<file path="src/rtl/ws2812_pixel_serializer.sv">
// Buffers 24-bit GRB pixels in a small FIFO and serializes them onto a WS2812 one-wire line.
// Each bit is a timed high pulse followed by low fill, and each frame ends with a low latch gap.
module ws2812_pixel_serializer #(
    parameter int unsigned DEPTH        = 16,
    parameter int unsigned T0H          = 20,
    parameter int unsigned T1H          = 40,
    parameter int unsigned BIT_PERIOD   = 63,
    parameter int unsigned RESET_CYCLES = 2600
) (
    input  logic                     clock,
    input  logic                     reset,
    input  logic [23:0]              pixel_data,
    input  logic                     pixel_last,
    input  logic                     pixel_valid,
    output logic                     pixel_ready,
    output logic                     one_wire,
    output logic                     busy,
    output logic                     underrun,
    output logic [$clog2(DEPTH):0]   level
);

    localparam int unsigned PTR_W = $clog2(DEPTH);
    localparam int unsigned LVL_W = PTR_W + 1;
    localparam int unsigned CNT_W = $clog2(BIT_PERIOD + 1);
    localparam int unsigned LAT_W = $clog2(RESET_CYCLES + 1);

    localparam logic [CNT_W-1:0] T0H_END    = CNT_W'(T0H - 1);
    localparam logic [CNT_W-1:0] T1H_END    = CNT_W'(T1H - 1);
    localparam logic [CNT_W-1:0] PERIOD_END = CNT_W'(BIT_PERIOD - 1);
    localparam logic [LAT_W-1:0] LATCH_END  = LAT_W'(RESET_CYCLES - 1);
    localparam logic [LVL_W-1:0] FULL_LVL   = LVL_W'(DEPTH);

    localparam logic [1:0] S_IDLE  = 2'd0;
    localparam logic [1:0] S_HIGH  = 2'd1;
    localparam logic [1:0] S_LOW   = 2'd2;
    localparam logic [1:0] S_LATCH = 2'd3;

    typedef struct packed {
        logic        last;
        logic [23:0] data;
    } entry_t;

    entry_t           mem [DEPTH];
    entry_t           head;
    logic [PTR_W-1:0] wr_ptr;
    logic [PTR_W-1:0] rd_ptr;
    logic             full;
    logic             empty;
    logic             push;
    logic             pop;

    logic [1:0]       state;
    logic [1:0]       state_next;
    logic [23:0]      shift_reg;
    logic [23:0]      shift_next;
    logic [4:0]       bit_cnt;
    logic [4:0]       bit_next;
    logic             last_flag;
    logic             last_next;
    logic [CNT_W-1:0] cyc;
    logic [CNT_W-1:0] cyc_next;
    logic [CNT_W-1:0] high_end;
    logic [LAT_W-1:0] lat_cnt;
    logic [LAT_W-1:0] lat_next;
    logic             underrun_next;

    assign full        = (level == FULL_LVL);
    assign empty       = (level == '0);
    assign push        = pixel_valid & ~full;
    assign head        = mem[rd_ptr];
    assign pixel_ready = ~full;
    assign busy        = (state != S_IDLE) | ~empty;
    assign high_end    = shift_reg[23] ? T1H_END : T0H_END;

    // FIFO storage; contents need no reset since level gates every read
    always_ff @(posedge clock) begin
        if (push) begin
            mem[wr_ptr] <= entry_t'({pixel_last, pixel_data});
        end
    end

    always_ff @(posedge clock or posedge reset) begin
        if (reset) begin
            wr_ptr <= '0;
            rd_ptr <= '0;
            level  <= '0;
        end else begin
            if (push) begin
                wr_ptr <= wr_ptr + 1'b1;
            end
            if (pop) begin
                rd_ptr <= rd_ptr + 1'b1;
            end
            case ({push, pop})
                2'b10:   level <= level + 1'b1;
                2'b01:   level <= level - 1'b1;
                default: level <= level;
            endcase
        end
    end

    always_ff @(posedge clock or posedge reset) begin
        if (reset) begin
            state <= S_IDLE;
        end else begin
            state <= state_next;
        end
    end

    // Bit sequencing: cyc spans the whole bit so the low fill ends at BIT_PERIOD
    always_comb begin
        state_next    = state;
        pop           = 1'b0;
        cyc_next      = '0;
        lat_next      = lat_cnt;
        bit_next      = bit_cnt;
        shift_next    = shift_reg;
        last_next     = last_flag;
        underrun_next = 1'b0;
        case (state)
            S_IDLE: begin
                if (!empty) begin
                    pop        = 1'b1;
                    state_next = S_HIGH;
                end
            end
            S_HIGH: begin
                cyc_next = cyc + 1'b1;
                if (cyc == high_end) begin
                    state_next = S_LOW;
                end
            end
            S_LOW: begin
                cyc_next = cyc + 1'b1;
                if (cyc == PERIOD_END) begin
                    cyc_next = '0;
                    if (bit_cnt != '0) begin
                        shift_next = {shift_reg[22:0], 1'b0};
                        bit_next   = bit_cnt - 1'b1;
                        state_next = S_HIGH;
                    end else if (last_flag) begin
                        lat_next   = '0;
                        state_next = S_LATCH;
                    end else if (!empty) begin
                        pop        = 1'b1;
                        state_next = S_HIGH;
                    end else begin
                        underrun_next = 1'b1;
                        lat_next      = '0;
                        state_next    = S_LATCH;
                    end
                end
            end
            S_LATCH: begin
                if (lat_cnt == LATCH_END) begin
                    state_next = S_IDLE;
                end else begin
                    lat_next = lat_cnt + 1'b1;
                end
            end
            default: state_next = S_IDLE;
        endcase
        if (pop) begin
            shift_next = head.data;
            last_next  = head.last;
            bit_next   = 5'd23;
        end
    end

    always_ff @(posedge clock or posedge reset) begin
        if (reset) begin
            shift_reg <= '0;
            bit_cnt   <= '0;
            last_flag <= 1'b0;
            cyc       <= '0;
            lat_cnt   <= '0;
            one_wire  <= 1'b0;
            underrun  <= 1'b0;
        end else begin
            shift_reg <= shift_next;
            bit_cnt   <= bit_next;
            last_flag <= last_next;
            cyc       <= cyc_next;
            lat_cnt   <= lat_next;
            one_wire  <= (state == S_HIGH);
            underrun  <= underrun_next;
        end
    end

endmodule

</file>
<file path="config.mk">
export PLATFORM = sky130hd
export DESIGN_NAME = ws2812_pixel_serializer
export DESIGN_NICKNAME = d
export VERILOG_FILES = /design/src/rtl/ws2812_pixel_serializer.sv
export SDC_FILE = /design/constraint.sdc
export NUM_CORES = 1
export LEC_CHECK = 0
export ABC_CLOCK_PERIOD_IN_PS = 3510
export CAP_MARGIN = 10
export CORE_ASPECT_RATIO = 0.8
export CORE_MARGIN = 2
export CORE_UTILIZATION = 40
export CTS_CLUSTER_DIAMETER = 100
export DETAILED_ROUTE_END_ITERATION = 6
export MAX_ROUTING_LAYER = met4
export PLACE_DENSITY = 0.64
export SLEW_MARGIN = 20
export SYNTH_ARGS = -nofsm -noshare
export SYNTH_HDL_FRONTEND = slang
export SYNTH_SLANG_ARGS = --single-unit
</file>
<file path="constraint.sdc">
create_clock -name clock -period 3.51 [get_ports clock]
set_clock_uncertainty 0.05 [all_clocks]
set_input_delay 0.702 -clock clock [delete_from_list [all_inputs] [get_ports clock]]
set_output_delay 0.702 -clock clock [all_outputs]
set_load 0.005 [all_outputs]
</file>
==> flow_metrics.tcl <==
set metrics [dict create \
    wire_per_inst_um 23.0 \
    leakage_nw 7.10 \
    final_common_cell "edfxtp_1" \
    coreArea_mm2 0.0457 \
    grt_max_degree 63 \
    max_freq_mhz 316 \
    holdCritPathClass "flop to flop" \
    grt_pass1_wl_um 61200 \
    synth_ff_type "edfxtp_1" \
    critPathKind "flop to flop" \
    synth_area_mm2 0.0186 \
    drv_cap 0 \
    area_delta_synth_final_pct 16.2 \
    min_path_cells 1 \
    numPortBuffers 36 \
    ys_ff_latch 465 \
    fp.dieH_um 197 \
    synthCells 982 \
    syn-num-nets 1028 \
    ios 37 \
    cts_max_level 2 \
    antenna_cells 0 \
    setup_violations 0 \
    synthArstFlopShare 0.140 \
    finalNetCount 1101 \
    critical_path.n_buffers_inverters 2 \
    slew_viol_final 0 \
    synth-edff-count 400 \
    r2r-start "bit_cnt[0]$_DFFE_PP0P_" \
    worst_setup_path_start_kind "flop" \
    ys_seq_area_frac 0.735 \
    min_period_ns 3.16 \
    numClockSinks 465 \
    mostFrequentLayoutCells "edfxtp_1 (400), mux4_2 (100), dfrtp_1 (62)" \
    die_area_mm2 0.0481 \
    initial_utilization 0.406 \
    largest_reg_flops 400 \
    required_ns 3.88 \
    cp-startpoint "bit_cnt[0]$_DFFE_PP0P_" \
    setup_tns_ns 0 \
    clk_latency_ns 0.56 \
    num_rows 70 \
    ir_worst_vdd_v 0.000450 \
    dp_hpwl_um 23100 \
    utilization 0.472 \
    drive_gt1_frac 0.238 \
    cts_inserted_buffers 44 \
    slew-limit-headroom 0.466 \
    worstMarginPinSlew_ns 0.800 \
    firstDrtPassIters 5 \
    cp.arrival_ns 3.54 \
    gp_congestion 0.824 \
    r2r_cells 14 \
    wl_um 39100 \
    cp.depth 14 \
    grt_usage 0.174 \
    hold_viol_final 0 \
    cp_slowest_cell "or4b_1" \
    clockRootBuffer "clkbuf_16" \
    yosysWarnings 0 \
    worst_setup_path_end_kind "flop" \
    min_period_over_period 0.902 \
    drc_errors 0 \
    path_cells "inv_1 > ha_1 > or4b_1 > nor4_2 > o21ai_2 > inv_2 > ha_2 > xor2_1 > ha_1 > nor2b_1 > o21ai_0 > a31oi_1 > nor2_1 > xnor2_1" \
    cts_tree "done" \
    crit_family "simple AND/OR/NAND/NOR gates" \
    antenna_found_initial 0 \
    dr.first_iter.drc_count 881 \
    critPathMaxFanout 10 \
    via_count 9386 \
    holdBufCountCts 0 \
    rsz0062_at_grt "false" \
    grt_pass1_vias 9738 \
    ys_types 57 \
    path_common_cell "ha_1" \
    p_total_mw 17.0 \
    ant_nets 0 \
    vias_per_cell 5.51 \
    avgSynthCellArea_um2 18.9 \
    overflow 0 \
    path_clk_slew_ns 0.06 \
    die_w_um 245 \
    status "finished, final reports clean" \
    clockBufferDepth 3 \
    powerDensity_mw_per_mm2 787 \
    max_stage_delay_ns 0.52 \
    min_from "cyc[0]$_DFF_PP0_" \
]
-- logic make-up (layout without fill, tap and decap cells) --
group                    Yosys count  count (layout)  share of synthesized area
adder cells (fa/ha/maj)           18              18                     0.0121
AND/OR/NAND/NOR                  154             154                     0.0421
flip-flops                       465             465                      0.735
buffers and inverters             68             177                     0.0165
multiplexers                     131             131                      0.139
AO/OA/AOI/OAI                    127             127                     0.0461
XOR/XNOR                          19              19                    0.00897
-- per-layer routing --
layer / wire (um) / track usage
met4: 798 / 0.0431
met3: 2220 / 0.0276
met5: 0 / -
met2: 17900 / 0.259
met1: 18200 / 0.251
-- path summary, 6_finish.rpt --
kind,end,slack [ns]
max,level[4]$_DFFE_PP0P_,0.35
min,cyc[0]$_DFF_PP0_,0.45
max reg2reg,level[4]$_DFFE_PP0P_,0.35
min reg2reg,cyc[0]$_DFF_PP0_,0.45
max in group asynchronous,state[1]$_DFFE_PP0P_,2.16
min in group asynchronous,rd_ptr[0]$_DFFE_PP0N_,0.58
-- cell type report --
| class | instances | area [um2] |
|---|---|---|
| flip-flops and latches | 465 | 13600 |
| multi-input cells | 449 | 4730 |
| repair buffers | 77 | 843 |
| inverters | 18 | 67.6 |
| fillers | 3853 | 24200 |
| clock inverters | 19 | 189 |
| clock buffers | 63 | 1330 |
| well taps | 612 | 766 |
-- synth_stat cells, types with 2 or more instances --
cell	instances	area share
o21ai_1	2	0.00054
nor3_1	6	0.0016
and3_1	5	0.0017
a22oi_1	31	0.013
inv_1	17	0.0034
nand4_1	5	0.0017
mux2i_1	15	0.0081
nand3_1	10	0.0027
xnor2_1	12	0.0057
o31ai_1	6	0.0024
xor2_1	7	0.0033
nor4b_1	2	0.00094
a211oi_1	2	0.00081
buf_6	3	0.0018
a31oi_1	10	0.0034
a21oi_1	32	0.0086
clkbuf_1	22	0.0045
nand2_1	42	0.0085
mux4_2	100	0.12
or4_1	5	0.0020
dfrtp_1	65	0.088
nand2b_1	2	0.00067
nor2_1	49	0.0099
ha_1	18	0.012
buf_1	5	0.0010
and4b_1	2	0.0011
nor2b_1	5	0.0017
and2_1	7	0.0024
or3_1	6	0.0020
o211ai_1	3	0.0012
buf_2	19	0.0051
edfxtp_1	400	0.65
o22ai_1	13	0.0044
mux2_2	16	0.0097
a221o_1	5	0.0027
o21ai_0	12	0.0032
-- stage by stage --
step	hold WS (ns)	std cells	setup slack, ns	instance area (um2)
5_1_grt	0.473	1703	0.0417	21600
6_report	0.447	1703	0.345	21600
3_3_place_gp	0.417	1621	0.377	20000
2_1_floorplan	0.404	982	0.0407	18600
3_5_place_dp	0.445	1621	0.320	20000
4_1_cts	0.454	1703	0.277	21600
-- timing repair --
action | 4_1_cts | 5_1_grt
setup endpoints to repair | 0 | 1
resized for setup | 0 | 1
buffers inserted | 0 | 0
-- power breakdown --
part	switching [mW]	internal (mW)	total (mW)
Sequential	0.526	6.76	7.29
Clock	2.03	2.86	4.89
Combinational	2.55	2.24	4.79
Total	5.10	11.9	17.0
No activity file was read; power rests on OpenSTA's default activity.
